## src/rtl/exe_commit_arbiter_pkg.sv

```systemverilog
// exe_commit_arbiter_pkg: shared execute-to-commit types and sizing
package exe_commit_arbiter_pkg;
  localparam int NUM_EXE_UNITS = 4;
  localparam int NUM_COMMIT_PORTS = 2;
  typedef enum logic [1:0] {UNIT_ALU1, UNIT_ALU2, UNIT_MDU, UNIT_LSU} unit_idx_e;
  typedef struct packed {
    logic [5:0]  rob_entry_num;
    logic        rf_we;
    logic [5:0]  phy_dest;
    logic [31:0] result;
    logic        exception;
    logic        is_store_op;
  } execute_to_commit_bus_t;
endpackage

```

## src/rtl/exe_commit_arbiter_if.sv

```systemverilog
// exe_commit_arbiter_if: execute-unit requests and ROB completion ports
interface exe_commit_arbiter_if import exe_commit_arbiter_pkg::*; #(
  parameter int NUM_UNITS = NUM_EXE_UNITS,
  parameter int NUM_PORTS = NUM_COMMIT_PORTS
);
  logic                   flush;
  logic [NUM_UNITS-1:0]   unit_valid;
  execute_to_commit_bus_t unit_bus [NUM_UNITS];
  logic [NUM_UNITS-1:0]   unit_allowin;
  logic                   rob_ready;
  logic [NUM_PORTS-1:0]   commit_valid;
  execute_to_commit_bus_t commit_bus [NUM_PORTS];
  modport master (output flush, unit_valid, unit_bus, rob_ready,
                  input unit_allowin, commit_valid, commit_bus);
  modport slave (input flush, unit_valid, unit_bus, rob_ready,
                 output unit_allowin, commit_valid, commit_bus);
endinterface

```

## src/rtl/exe_commit_arbiter_picker.sv

```systemverilog
// rr_multi_picker: picks up to K requesters scanning from ptr, one one-hot grant per slot
module rr_multi_picker #(
  parameter int N = 4,
  parameter int K = 2
) (
  input  logic [$clog2(N)-1:0] ptr,
  input  logic [N-1:0]         req,
  output logic [K-1:0][N-1:0]  grant,
  output logic                 any,
  output logic [$clog2(N)-1:0] last
);
  localparam int W = $clog2(N);
  int cnt;
  always_comb begin
    grant = '0;
    last = ptr;
    cnt = 0;
    for (int j = 0; j < N; j++)
      for (int i = 0; i < N; i++)
        if (i == (int'(ptr) + j) % N && req[i] && cnt < K) begin
          for (int k = 0; k < K; k++) if (k == cnt) grant[k][i] = 1'b1;
          last = W'(i);
          cnt++;
        end
  end
  assign any = cnt != 0;
endmodule

```

## src/rtl/exe_commit_arbiter.sv

```systemverilog
// exe_commit_arbiter: round-robin grants execute results onto registered ROB completion ports
module exe_commit_arbiter import exe_commit_arbiter_pkg::*; #(
  parameter int NUM_UNITS = NUM_EXE_UNITS,
  parameter int NUM_PORTS = NUM_COMMIT_PORTS
) (
  input logic clk,
  input logic reset,
  exe_commit_arbiter_if.slave io
);
  localparam int W = $clog2(NUM_UNITS);
  logic [W-1:0]                       rr_ptr, last;
  logic [NUM_PORTS-1:0][NUM_UNITS-1:0] grant;
  logic                               any, adv, go;
  logic [NUM_PORTS-1:0]               cv;
  execute_to_commit_bus_t             cb [NUM_PORTS];
  execute_to_commit_bus_t             sel [NUM_PORTS];
  assign adv = !(|cv) || io.rob_ready;
  assign go = adv && !io.flush && !reset;
  rr_multi_picker #(.N(NUM_UNITS), .K(NUM_PORTS)) picker (
    .ptr(rr_ptr), .req(io.unit_valid), .grant(grant), .any(any), .last(last)
  );
  always_comb begin
    io.unit_allowin = '0;
    for (int p = 0; p < NUM_PORTS; p++) begin
      io.unit_allowin |= go ? grant[p] : '0;
      sel[p] = '0;
      for (int i = 0; i < NUM_UNITS; i++) if (grant[p][i]) sel[p] = io.unit_bus[i];
    end
  end
  // ports without a grant drop valid but keep their last bus value
  always_ff @(posedge clk) begin
    if (reset) begin
      cv <= '0;
      for (int p = 0; p < NUM_PORTS; p++) cb[p] <= '0;
      rr_ptr <= '0;
    end else if (io.flush) begin
      cv <= '0;
    end else if (adv) begin
      for (int p = 0; p < NUM_PORTS; p++) begin
        cv[p] <= |grant[p];
        if (|grant[p]) cb[p] <= sel[p];
      end
      if (any) rr_ptr <= W'((int'(last) + 1) % NUM_UNITS);
    end
  end
  assign io.commit_valid = cv;
  assign io.commit_bus = cb;
endmodule

```

## src/flat_wrapper.sv

```systemverilog
// flat-port wrapper written by rule: the top's interface ports become plain ports
module exe_commit_arbiter_flat import exe_commit_arbiter_pkg::*;
#(
  parameter int NUM_UNITS = NUM_EXE_UNITS,
  parameter int NUM_PORTS = NUM_COMMIT_PORTS
)
  (clk, reset, io_flush, io_unit_valid, io_unit_bus, io_rob_ready, io_unit_allowin, io_commit_valid, io_commit_bus);
  exe_commit_arbiter_if #(.NUM_UNITS(NUM_UNITS), .NUM_PORTS(NUM_PORTS)) io_i ();
  input logic clk;
  input logic reset;
  input wire logic [$bits(io_i.flush)-1:0] io_flush;
  input wire logic [$bits(io_i.unit_valid)-1:0] io_unit_valid;
  input wire logic [$bits(io_i.unit_bus)-1:0] io_unit_bus;
  input wire logic [$bits(io_i.rob_ready)-1:0] io_rob_ready;
  output wire logic [$bits(io_i.unit_allowin)-1:0] io_unit_allowin;
  output wire logic [$bits(io_i.commit_valid)-1:0] io_commit_valid;
  output wire logic [$bits(io_i.commit_bus)-1:0] io_commit_bus;
  assign io_i.flush = io_flush;
  assign io_i.unit_valid = io_unit_valid;
  assign io_i.unit_bus = {>>{io_unit_bus}};
  assign io_i.rob_ready = io_rob_ready;
  assign io_unit_allowin = io_i.unit_allowin;
  assign io_commit_valid = io_i.commit_valid;
  assign io_commit_bus = {>>{io_i.commit_bus}};
  exe_commit_arbiter #(.NUM_UNITS(NUM_UNITS), .NUM_PORTS(NUM_PORTS)) u_core (.clk(clk), .reset(reset), .io(io_i));
endmodule
```

## config.mk

```make
export PLATFORM = sky130hd
export DESIGN_NAME = exe_commit_arbiter_flat
export DESIGN_NICKNAME = d
export VERILOG_FILES = /design/src/rtl/exe_commit_arbiter_pkg.sv /design/src/rtl/exe_commit_arbiter_if.sv /design/src/rtl/exe_commit_arbiter_picker.sv /design/src/rtl/exe_commit_arbiter.sv /design/src/flat_wrapper.sv
export SDC_FILE = /design/constraint.sdc
export NUM_CORES = 1
export LEC_CHECK = 0
export BUFFER_PORTS_ARGS = -buffer_cell sky130_fd_sc_hd__buf_2
export CAP_MARGIN = 20
export CORE_AREA = 2 2 134 136
export CTS_CLUSTER_DIAMETER = 150
export DETAILED_ROUTE_END_ITERATION = 6
export DIE_AREA = 0 0 136 138
export GPL_TIMING_DRIVEN = 0
export PLACE_DENSITY = 0.76
export SLEW_MARGIN = 20
export SYNTH_ARGS = -nofsm -noshare
export SYNTH_HDL_FRONTEND = slang
export SYNTH_HIERARCHICAL = 1
export SYNTH_SLANG_ARGS = --single-unit
```

## constraint.sdc

```tcl
create_clock -name clk -period 18 [get_ports clk]
set_input_delay 3.6 -clock clk [delete_from_list [all_inputs] [get_ports clk]]
set_output_delay 3.6 -clock clk [all_outputs]
set_load 0.03 [all_outputs]
```

# Yosys cells after proc, flatten, opt, wreduce, memory -nomap -nowiden
# Index checks and enable logic that the tools add are counted.
# word_totals
inputBits,196
output_inout_bits,100
reg_bits,98
# op_classes
n_eq_ne,27
add_sub_neg,19
n_bitwise,5
n_reduce_logical,67
mux,103
magnitude_cmp,15
# ops
operator,count
zero test 32 bit,19
adder 32 x 2 -> 32 bit (second input constant),15
== test 2 x 32 -> 1 bit (first input constant),15
< comparator 32 x 3 -> 1 bit (second input constant),15
two-way mux 32 bit,15
two-way mux 47 bit,8
two-way mux 1 bit,62
logical AND 1 bit,33
two-way mux 2 bit,16
nonzero test 32 bit,1
== test 3 bit (first input constant),6
OR reduction 2 bit,5
== test 2 x 3 -> 1 bit (first input constant),3
AND reduction 3 bit,3
two-way mux 4 bit,2
OR reduction 4 bit,2
adder 2 x 1 -> 2 bit (second input constant),2
adder 2 bit (second input constant),2
== test 2 bit (first input constant),2
OR 4 bit,1
AND 1 bit (first input constant),3
zero test 1 bit,3
== test 1 x 2 -> 1 bit (first input constant),1
logical OR 1 bit,1
NOT 1 bit,1

# Longest topological paths before layout
# Gate-level depths: netlist (run 1).
# logic_depth
depth_word,50
mapped_depth,68
mapped_depth_nobuf,61

# By module
# Netlist (run 1), hierarchy kept.
# by_module_without_submodules
module,n_inst,area_each_um2,seq_area_each_um2,cells_per_inst
exe_commit_arbiter,1,5760.5,1961.9,624
rr_multi_picker,1,1886.8,0.0,255

# Worst setup path before layout (run 1)
# No wires, ideal clock.
# synth_timing
path_kind,input -> output
start,input io_unit_valid[1]
end,output io_unit_allowin[3]
stages,62
t_arrival_ps,15450
required_ps,14400
path_buffers,4
setup_slack_ps,-1050
cell_sequence,clkbuf_1 -> nand2_1 -> ha_1 -> xnor2_1 -> ha_1 -> nand4b_1 -> ha_1 -> o21ai_0 -> inv_1 -> ha_1 -> nor2_1 -> nor2_1 -> ha_1 -> nand2b_1 -> o21ai_0 -> inv_1 -> ha_1 -> o32ai_1 -> [... 26 more ...] -> o21bai_1 -> a31oi_1 -> ha_1 -> o22ai_1 -> a21o_1 -> a21oi_1 -> o21a_1 -> ha_1 -> nor2b_1 -> o22ai_1 -> a311oi_1 -> nand4_1 -> nor2_1 -> a221o_1 -> inv_1 -> clkbuf_1 -> buf_1 -> a21boi_0
# synth_rtl
element,line_no,source
from (decl),flat_wrapper.sv:12,input wire logic [$bits(io_i.unit_valid)-1:0] io_unit_valid;
to (decl),flat_wrapper.sv:15,output wire logic [$bits(io_i.unit_allowin)-1:0] io_unit_allowin;

==> impl_metrics.env, run 1 <==
export IMPL_outcome="finished clean"
export IMPL_netlist_instances=879
export IMPL_start_kind="input port"
export IMPL_path_clk_slew_ns=0.06
export IMPL_holdCritPathClass="reg2reg"
export IMPL_p_leak_uw=0.00427
export IMPL_clock_tree_root_cell="clkbuf_16"
export IMPL_max_vdd_ir_drop_mv=0.119
export IMPL_post_drt_wl_per_cell_um=25.2
export IMPL_maximum_number_of_pins_on_one_net_before_global_route_repair=20
export IMPL_multi_input_area_um2=5380
export IMPL_synth_cell_area_um2=7650
export IMPL_synth_area_per_cell_um2=8.70
export IMPL_max_freq_mhz=56.1
export IMPL_place_congestion=0.983
export IMPL_hold_slack_ns=0.482
export IMPL_global_route_wire_length_before_repair_um=54400
export IMPL_cts_sinks=98
export IMPL_die_wd_um=136
export IMPL_routed_via_density=7.07
export IMPL_seq_area_um2=1960
export IMPL_grtUsageTotal=0.366
export IMPL_async_reset_ff_frac=0
export IMPL_layout_commonest_cell="buf_2"
export IMPL_fp_row_count=49
export IMPL_layout_drive_gt1_share=0.364
export IMPL_place_detailed_hpwl_um=26900
export IMPL_io_pin_count=296
export IMPL_critPathArrivalTime_ns=14.22
export IMPL_fillCellCount=1615
export IMPL_globalRouteOverflowTotal=0
export IMPL_synthesis_yosys_warnings=6
export IMPL_netlist_cell_type_count=69
export IMPL_vias=10300
export IMPL_timing_final_max_slew_violations=0
export IMPL_port_buffers=291
export IMPL_cp_required_ns=14.40
export IMPL_area_growth_pct=37.2
export IMPL_setup_worst_path_end_class="primary output"
export IMPL_clock_skew_final_ns=0.0101
export IMPL_dieArea_um2=18800
export IMPL_finish_net_count=1463
export IMPL_maxCapViolations=0
export IMPL_cts_max_path_bufs=2
export IMPL_place_area_um2=9450
export IMPL_clk_insertion_delay_late_ns=0.36
export IMPL_synth_seq_area_share=0.257
export IMPL_gr_usage_met2=0.569
export IMPL_critPathKind="in2out"
export IMPL_antenna_fix_cells=0
export IMPL_cp_slowest_cell="a2111oi_4"
export IMPL_remaining_drc_errors=0
export IMPL_antenna_violating_nets_post_route=0
export IMPL_detailedRoute_firstIterationViolations=1290
export IMPL_drt_total_wl_um=36800
export IMPL_post_route_period_util=0.990
export IMPL_grt_use_met3=0.0983
export IMPL_synthFlopType="dfxtp_1"
export IMPL_finalCriticalPeriod_ns=17.82
export IMPL_via_count_of_the_first_global_routing_pass=9569
export IMPL_worst_path_largest_cell_delay_ns=0.36
export IMPL_area_inside_the_core_boundary_um2=17500
export IMPL_max_slew_margin_rel=0.437
export IMPL_die_boundary_height_um=138
export IMPL_critPathMaxFanout=8
export IMPL_initial_core_util=0.436
export IMPL_final_hold_viol_count=0
export IMPL_finalSetupViolations=0
export IMPL_most_common_cell_type_on_the_critical_path="ha_4"
export IMPL_drt_pass1_iterations=6
export IMPL_synth_enable_flop_cells=0
export IMPL_tritoncts="built"
export IMPL_synth_ff_latch_count=98
export IMPL_grt_busiest_layer="met2"
export IMPL_worstMarginPinSlew_ns=0.837
export IMPL_grt_antenna_before_repair=2
export IMPL_cts_buffers_inserted=9
export IMPL_globalRouteMet1Util=0.474
export IMPL_cts_max_level=3
export IMPL_layout_common_cells="296 x buf_2, 101 x clkbuf_1, 98 x dfxtp_1"
export IMPL_final_cell_area_um2=10500
export IMPL_power_density_nw_per_um2=225
cells in the mapped netlist (5+ instances only):
| master | instances | area share |
|---|---|---|
| o311ai_0 | 89 | 0.10 |
| nand2_1 | 23 | 0.011 |
| buf_2 | 10 | 0.0065 |
| o21ai_0 | 14 | 0.0092 |
| ha_1 | 39 | 0.064 |
| o22ai_1 | 97 | 0.079 |
| clkbuf_1 | 104 | 0.051 |
| a221oi_1 | 94 | 0.11 |
| nand2b_1 | 11 | 0.0090 |
| o21a_1 | 6 | 0.0059 |
| inv_1 | 28 | 0.014 |
| o41ai_1 | 94 | 0.11 |
| a21oi_1 | 13 | 0.0085 |
| nand3_1 | 9 | 0.0059 |
| o311ai_1 | 5 | 0.0057 |
| nor2_1 | 17 | 0.0083 |
| mux2i_1 | 5 | 0.0065 |
| nor2b_1 | 10 | 0.0082 |
| dfxtp_1 | 98 | 0.26 |
| xnor2_1 | 13 | 0.015 |
| buf_6 | 10 | 0.015 |
report_power, final:
| group | internal (µW) | switching [µW] | leakage [µW] |
|---|---|---|---|
| registers | 287 | 40.4 | 0.000798 |
| clock network | 97.0 | 89.8 | 0.000132 |
| logic | 691 | 1160 | 0.00334 |
| total | 1080 | 1290 | 0.00427 |
area by class of cell:
class | instances | area share
buffer | 124 | 0.0577
inverter | 30 | 0.0116
clock inverter | 4 | 0.00250
sequential | 98 | 0.187
multi-input combinational | 624 | 0.513
timing repair buffer | 341 | 0.178
tap | 229 | 0.0273
clock buffer | 11 | 0.0231
layer usage:
metal / wire length (µm) / part of all wire
met1: 13900 / 0.38
met2: 16500 / 0.45
met3: 4490 / 0.12
met4: 1830 / 0.050
met5: 17 / 0.00046
critical path, delay by kind of cell:
family / cells / cell delay, ns
AO/OA/AOI/OAI: 27 / 4.60
adder cells (fa/ha/maj): 12 / 2.96
AND/OR/NAND/NOR: 12 / 1.71
buffers and inverters: 11 / 1.12
XOR/XNOR: 1 / 0.16
registers in the layout, indices dropped and copies added (netlist names):
register	count
u_core/io.commit_bus	94
u_core/rr_ptr	2
u_core/io.commit_valid	2
through the flow:
stage,util,worst slack (ns),std cells,TNS (ns),power [µW]
after floorplan,-,0.0220,880,0,1400
after global placement,0.539,-1.65,1400,-1.81,1860
after detailed placement,0.539,-1.67,1400,-1.83,1870
after CTS,0.578,0.0334,1436,0,2170
after global routing,0.598,-0.113,1461,-0.113,2480
final,0.598,0.176,1461,0,2370
cell families (layout without fill, tap and decap cells):
kind of cell | after synthesis | after routing | synth area share
XOR/XNOR | 20 | 20 | 0.0308
multiplexers | 8 | 8 | 0.0115
buffers and inverters | 158 | 510 | 0.0921
AO/OA/AOI/OAI | 454 | 454 | 0.473
AND/OR/NAND/NOR | 100 | 100 | 0.0717
other | 2 | 3 | 0.000982
flip-flops | 98 | 98 | 0.257
adder cells (fa/ha/maj) | 39 | 39 | 0.0638
path summary, 6_finish.rpt:
path / start / cells past startpoint / endpoint / slack [ns]
setup / recovery: io_unit_valid[0] / 63 / io_unit_allowin[3] / 0.18
hold / removal: u_core/rr_ptr[1]$_SDFFE_PP0P_ / 2 / u_core/rr_ptr[1]$_SDFFE_PP0P_ / 0.48
setup reg to reg: u_core/rr_ptr[1]$_SDFFE_PP0P_ / 68 / u_core/io.commit_bus[91]$_SDFFE_PP0P_ / 4.39
hold reg to reg: u_core/rr_ptr[1]$_SDFFE_PP0P_ / 2 / u_core/rr_ptr[1]$_SDFFE_PP0P_ / 0.48
repair_timing:
action                     CTS  global route
setup endpoints to repair    3             1
hold buffers                 0             0
pin swaps                   22            39
buffers inserted            24            26
resized for setup           47            33
gates cloned                 0             0
Note: power is estimated with default switching activity, not from simulation.
==> run 2: changes to the inputs <==
--- a/config.mk
+++ b/config.mk
@@ -7,14 +7,13 @@
 export LEC_CHECK = 0
 export BUFFER_PORTS_ARGS = -buffer_cell sky130_fd_sc_hd__buf_2
 export CAP_MARGIN = 20
-export CORE_AREA = 2 2 134 136
+export CORE_AREA = 2 2 137 139
 export CTS_CLUSTER_DIAMETER = 150
 export DETAILED_ROUTE_END_ITERATION = 6
-export DIE_AREA = 0 0 136 138
+export DIE_AREA = 0 0 139 141
 export GPL_TIMING_DRIVEN = 0
-export PLACE_DENSITY = 0.76
+export PLACE_DENSITY = 0.78
 export SLEW_MARGIN = 20
 export SYNTH_ARGS = -nofsm -noshare
 export SYNTH_HDL_FRONTEND = slang
-export SYNTH_HIERARCHICAL = 1
 export SYNTH_SLANG_ARGS = --single-unit
==> run 2 against run 1 <==
- the run now ends with design-rule violations left
- sequential share of layout area fell by 0.62 points
- register-to-register slack better by 0.67 ns
- sequential cell count did not move
- sequential power is 6.7% higher
- critical path depth shrank 8
- synthesized cell count grew 31%
- critical endpoint unchanged
- highest routed layer is now met4
==> impl_metrics.env, run 2 <==
export IMPL_reg2reg_slack_ns=5.06
export IMPL_drt_total_wl_um=38200
export IMPL_largest_register_ff_count=94
export IMPL_drt_pass1_iterations=7
export IMPL_port_buffers=294
export IMPL_power_uw=2560
export IMPL_synth_ff_latch_count=98
export IMPL_critical_path_reg2reg_startpoint="u_core.rr_ptr[1]$_SDFFE_PP0P_"
export IMPL_p_leak_uw=0.00465
export IMPL_via_count_of_the_first_global_routing_pass=10000
export IMPL_postLayoutCoreUtil=0.594
export IMPL_finish_net_count=1719
export IMPL_die_boundary_height_um=141
export IMPL_holdCritPathClass="reg2reg"
export IMPL_path_clk_slew_ns=0.07
export IMPL_critPathArrivalTime_ns=14.18
export IMPL_hold_path_endpoint="u_core.io.commit_bus[52]$_SDFFE_PP0P_"
export IMPL_netlist_top_cells_area="dfxtp_1 24%, a311oi_1 7.8%, nor2_1 7.6%"
export IMPL_synth_cell_area_um2=8330
export IMPL_cts_sinks=98
export IMPL_worstMarginPinSlew_ns=0.923
export IMPL_area_inside_the_core_boundary_um2=18300
export IMPL_synthFlopType="dfxtp_1"
export IMPL_met2_wirelength_um=17300
export IMPL_met1_length_um=14600
export IMPL_worstRegToRegCells=60
export IMPL_netlist_instances=1155
export IMPL_detailedRoute_firstIterationViolations=1447
export IMPL_global_route_wire_length_before_repair_um=56300
export IMPL_antenna_violating_nets_post_route=0
export IMPL_globalRouteOverflowTotal=0
export IMPL_max_slew_margin_rel=0.380
export IMPL_post_route_period_util=0.988
export IMPL_grt_antenna_before_repair=5
export IMPL_routed_top_layer="met4"
export IMPL_met3_wirelength_um=4550
export IMPL_dieArea_um2=19600
export IMPL_post_drt_wl_per_cell_um=22.1
export IMPL_critical_path_top_delay_family="adder cells"
export IMPL_place_congestion=1.07
export IMPL_remaining_drc_errors=1
export IMPL_netlist_top_cells_count="169 x nor2_1, 162 x nand2_1, 104 x nand3_1"
export IMPL_routed_via_density=6.40
export IMPL_tritoncts="built"
export IMPL_clock_tree_root_cell="clkbuf_16"
export IMPL_io_pin_count=296
export IMPL_finalSetupViolations=0
export IMPL_area_growth_pct=30.2
export IMPL_cp_required_ns=14.40
export IMPL_async_reset_ff_frac=0
export IMPL_synth_area_per_cell_um2=7.22
export IMPL_synthMostInstantiatedCell="nor2_1"
export IMPL_clock_skew_final_ns=0.0177
export IMPL_synth_seq_area_share=0.235
export IMPL_cts_max_path_bufs=2
export IMPL_timing_final_max_slew_violations=0
export IMPL_maximum_number_of_pins_on_one_net_before_global_route_repair=22
export IMPL_layout_drive_gt1_share=0.314
export IMPL_postSynthNetCount=1394
export IMPL_layout_commonest_cell="buf_2"
export IMPL_yosysTopAreaCell="dfxtp_1"
export IMPL_cp_slowest_cell="a2111o_1"
export IMPL_fp_row_count=50
export IMPL_vias=11000
export IMPL_final_hold_viol_count=0
export IMPL_worst_path_largest_cell_delay_ns=0.36
export IMPL_grtUsageTotal=0.363
export IMPL_worst_hold_startpoint="u_core.io.commit_bus[52]$_SDFFE_PP0P_"
export IMPL_finalCriticalPeriod_ns=17.78
export IMPL_initial_core_util=0.456
export IMPL_holdPathStages=2
export IMPL_hold_slack_ns=0.500
export IMPL_synthesis_yosys_warnings=0
export IMPL_layout_common_cells="328 x buf_2, 163 x nor2_1, 162 x nand2_1"
export IMPL_critPathKind="in2out"
export IMPL_maxCapViolations=0
export IMPL_synth_top_cell_area_share=0.235
export IMPL_synth_enable_flop_cells=0
export IMPL_cts_max_level=3
export IMPL_place_detailed_hpwl_um=28700
export IMPL_failed_checks="design-rule violations"
export IMPL_cts_buffers_inserted=9
export IMPL_clk_insertion_delay_late_ns=0.38
export IMPL_die_wd_um=139
export IMPL_max_vdd_ir_drop_mv=0.128
export IMPL_netlist_cell_type_count=78
export IMPL_dpl_cell_count=1683
export IMPL_power_density_nw_per_um2=236
export IMPL_reg2reg_to="u_core.io.commit_bus[46]$_SDFFE_PP0P_"
export IMPL_start_kind="input port"
export IMPL_most_common_cell_type_on_the_critical_path="ha_1"
export IMPL_layoutNonFillerInstCount=1725
export IMPL_max_freq_mhz=56.2
export IMPL_outcome="finished, violations left"
export IMPL_setup_worst_path_end_class="primary output"
export IMPL_cp_num_buf_inv=5
export IMPL_critPathMaxFanout=10
-- run 2: changes by cell type after synthesis, sizes merged, moves of 93 or more --
| cell | delta |
|---|---|
| nor2 | +153 |
| nand3 | +95 |
| nand2 | +139 |
| o41ai | -93 |
| o311ai | -94 |
| o22ai | -97 |
-- run 2: cell families (layout without fill, tap and decap cells) --
group                      Yosys count  after routing  synth area share
adders and majority gates           43             43            0.0646
and+or+nand+nor                    495            495             0.265
AOI/OAI and AO/OA                  358            359             0.338
muxes                                3              3           0.00420
buffers and inverters              145            474            0.0773
DFF                                 98             98             0.235
xor gates and xnor gates            13             13            0.0162
other                                0              6                 0
-- run 2: tightest hold or removal path: stages, from the launching register on --
cell and delay [ns]:
dfxtp_1 0.31, nor2_1 0.09, a311oi_1 0.05
-- run 2: final cells by class --
| type | instances | area [µm²] |
|---|---|---|
| flip-flops and latches | 98 | 1960 |
| repair buffers | 317 | 1650 |
| diodes | 6 | 15.0 |
| well taps | 234 | 293 |
| multi-input cells | 913 | 5970 |
| inverters | 33 | 126 |
| plain buffers | 108 | 514 |
| clock inverters | 5 | 67.6 |
| clock buffers | 11 | 253 |
| fillers | 1792 | 7420 |
-- run 2: per-layer routing --
metal / GRT usage / vias up
li1: - / 4870
met5: 0 / -
met4: 0.164 / 0
met1: 0.478 / 5112
met2: 0.580 / 915
met3: 0.0656 / 151
-- run 2: repair_timing --
| action | in CTS | in global routing |
|---|---|---|
| hold buffers | 0 | 0 |
| buffers inserted | 11 | 12 |
| pin swaps | 10 | 21 |
| gates cloned | 0 | 1 |
| setup endpoints to repair | 4 | 4 |
| gates resized for setup | 33 | 24 |
-- run 2: metrics by stage --
step	setup TNS (ns)	worst slack [ns]	area (µm²)
2_1_floorplan	0	0.0338	8330
3_3_place_gp	-4.78	-1.81	10100
3_5_place_dp	-4.76	-1.86	10100
4_1_cts	0	0.0117	10600
5_1_grt	-0.318	-0.195	10800
6_report	0	0.220	10900
-- run 2: report_power, final --
| group | switching, µW | internal [µW] |
|---|---|---|
| logic | 1270 | 719 |
| registers | 48.0 | 302 |
| clock network | 104 | 118 |
| total | 1420 | 1140 |
-- run 2: how the worst max path moves through the flow --
stage,from,cells after the start,slack [ns],to
finish,io_unit_valid[1],55,0.22,io_unit_allowin[3]
global route,io_unit_valid[1],55,-0.19,io_unit_allowin[2]
CTS,io_unit_valid[1],56,0.01,io_unit_allowin[3]
detailed placement,io_unit_valid[1],56,-1.86,io_unit_allowin[3]
global placement,io_unit_valid[1],56,-1.81,io_unit_allowin[3]
floorplan,io_unit_valid[1],55,0.03,io_unit_allowin[2]
==> run 3: changes to the inputs <==
--- a/config.mk
+++ b/config.mk
@@ -5,14 +5,14 @@
 export SDC_FILE = /design/constraint.sdc
 export NUM_CORES = 1
 export LEC_CHECK = 0
-export BUFFER_PORTS_ARGS = -buffer_cell sky130_fd_sc_hd__buf_2
 export CAP_MARGIN = 20
-export CORE_AREA = 2 2 137 139
+export CORE_AREA = 2 2 133 135
 export CTS_CLUSTER_DIAMETER = 150
 export DETAILED_ROUTE_END_ITERATION = 6
-export DIE_AREA = 0 0 139 141
+export DIE_AREA = 0 0 135 137
+export DONT_BUFFER_PORTS = 1
 export GPL_TIMING_DRIVEN = 0
-export PLACE_DENSITY = 0.78
+export PLACE_DENSITY = 0.66
 export SLEW_MARGIN = 20
 export SYNTH_ARGS = -nofsm -noshare
 export SYNTH_HDL_FRONTEND = slang
==> run 3 against run 2 <==
- the flow now finishes without violations
- cell area is 15% lower
- sequential cell count stayed put
- setup slack better by 0.11 ns
- sequential share of layout area is 3.1 points higher
- first-iteration DRC count is 34% lower
- via count is 13% lower
- wire length is 4.9% lower
- clock skew is 0.0054 ns lower
- clock-buffer cell count stayed put
- core utilization is 5.1 points lower
- total power is 4.9% lower
- largest cell class unchanged
- highest routed layer unchanged
==> impl_metrics.env, run 3 (synthesis results as in run 2) <==
export IMPL_outcome="finished clean"
export IMPL_post_route_period_util=0.982
export IMPL_remaining_drc_errors=0
export IMPL_worst_slack_ns=0.329
export IMPL_maximum_number_of_pins_on_one_net_before_global_route_repair=17
export IMPL_critPathArrivalTime_ns=14.07
export IMPL_initial_core_util=0.489
export IMPL_cts_max_level=3
export IMPL_cp_required_ns=14.40
export IMPL_cp_num_buf_inv=4
export IMPL_power_uw=2430
export IMPL_maxCapViolations=0
export IMPL_layout_commonest_cell="nor2_1"
export IMPL_critPathKind="in2out"
export IMPL_finalSetupViolations=0
export IMPL_via_count_of_the_first_global_routing_pass=9096
export IMPL_holdCritPathClass="reg2reg"
export IMPL_layoutNonFillerInstCount=1410
export IMPL_port_buffers=0
export IMPL_worstMarginPinSlew_ns=0.921
export IMPL_reg2reg_slack_ns=5.03
export IMPL_max_freq_mhz=56.6
export IMPL_worst_path_largest_cell_delay_ns=0.41
export IMPL_tritoncts="built"
export IMPL_grtUsageTotal=0.375
export IMPL_final_hold_viol_count=0
export IMPL_globalRouteOverflowTotal=0
export IMPL_final_cell_area_um2=9270
export IMPL_antenna_fix_cells=0
export IMPL_fp_row_count=48
export IMPL_routed_via_density=6.80
export IMPL_setup_worst_path_end_class="primary output"
export IMPL_post_place_worst_slack_ns=-1.92
export IMPL_finalCriticalPeriod_ns=17.67
export IMPL_grt_antenna_before_repair=0
export IMPL_place_area_um2=8620
export IMPL_die_wd_um=135
export IMPL_cts_hold_buffers=0
export IMPL_global_route_wire_length_before_repair_um=53500
export IMPL_critical_path_top_delay_family="adder cells"
export IMPL_vias=9584
export IMPL_max_slew_margin_rel=0.378
export IMPL_place_detailed_hpwl_um=27400
export IMPL_cts_max_path_bufs=2
export IMPL_start_kind="input port"
export IMPL_path_clk_slew_ns=0.07
export IMPL_critPathMaxFanout=10
export IMPL_max_vdd_ir_drop_mv=0.0927
export IMPL_power_density_nw_per_um2=263
export IMPL_drt_total_wl_um=36300
export IMPL_antenna_violating_nets_post_route=0
export IMPL_place_congestion=0.976
export IMPL_finish_net_count=1420
export IMPL_post_drt_wl_per_cell_um=25.7
export IMPL_largest_register_ff_count=94
export IMPL_detailedRoute_firstIterationViolations=950
export IMPL_die_boundary_height_um=137
export IMPL_layout_common_cells="164 x nor2_1, 162 x nand2_1, 104 x nand3_1"
export IMPL_clock_tree_root_cell="clkbuf_16"
export IMPL_dpl_cell_count=1380
export IMPL_area_growth_pct=11.2
export IMPL_area_inside_the_core_boundary_um2=17100
export IMPL_dieArea_um2=18500
export IMPL_cts_sinks=98
export IMPL_p_leak_uw=0.00333
export IMPL_timing_setup_tns_ns=0
export IMPL_clk_insertion_delay_late_ns=0.37
export IMPL_most_common_cell_type_on_the_critical_path="ha_1"
export IMPL_io_pin_count=296
export IMPL_cts_buffers_inserted=9
export IMPL_drt_pass1_iterations=6
export IMPL_clock_skew_final_ns=0.0123
export IMPL_timing_final_max_slew_violations=0
export IMPL_cp_slowest_cell="a2111o_1"
export IMPL_layout_drive_gt1_share=0.136
## run 3: through the flow
stage | util | hold WS [ns]
2_1_floorplan | - | 0.616
3_3_place_gp | 0.505 | 0.631
3_5_place_dp | 0.505 | 0.636
4_1_cts | 0.532 | 0.648
5_1_grt | 0.543 | 0.662
6_report | 0.543 | 0.646
## run 3: repair_timing
action                     CTS  global route
pin swaps                    6            24
resized for setup           31            21
buffers inserted             7            11
setup endpoints to repair    4             4
## run 3: worst paths after layout
kind | from | end | cells after the start
worst max-delay path | io_unit_valid[1] | io_unit_allowin[3] | 54
worst min-delay path | u_core.io.commit_bus[20]$_SDFFE_PP0P_ | u_core.io.commit_bus[20]$_SDFFE_PP0P_ | 2
worst max register to register | u_core.rr_ptr[1]$_SDFFE_PP0P_ | u_core.io.commit_bus[25]$_SDFFE_PP0P_ | 61
worst min register to register | u_core.io.commit_bus[20]$_SDFFE_PP0P_ | u_core.io.commit_bus[20]$_SDFFE_PP0P_ | 2
## run 3: cell type report
cell class              instances  area (µm²)
clock inverters                 4        36.3
repair buffers                 18         135
flip-flops and latches         98        1960
clock buffers                  11         243
inverters                      33         126
plain buffers                 109         523
fillers                      1687        7790
multi-input cells             912        5960
well taps                     225         282
## run 3: worst min-delay path, stage by stage (launching register included)
cell and delay (ns):
dfxtp_1 0.41, nor2_1 0.14, a311oi_1 0.05
## run 3: power breakdown
part	leakage (µW)	internal (µW)	switching [µW]	total [µW]
Sequential	0.000806	302	228	530
Clock	0.000134	98.9	99.8	199
Combinational	0.00238	650	1060	1710
Total	0.00333	1050	1380	2430
## run 3: metal layers
metal  vias up  wire, µm  GRT usage  part of all wire
met5         -         0          0                 0
met4         0      1600      0.152             0.044
met3       120      4370      0.114              0.12
met2       685     16300      0.612              0.45
met1      4519     14000      0.462              0.39
li1       4260         -          -                 -
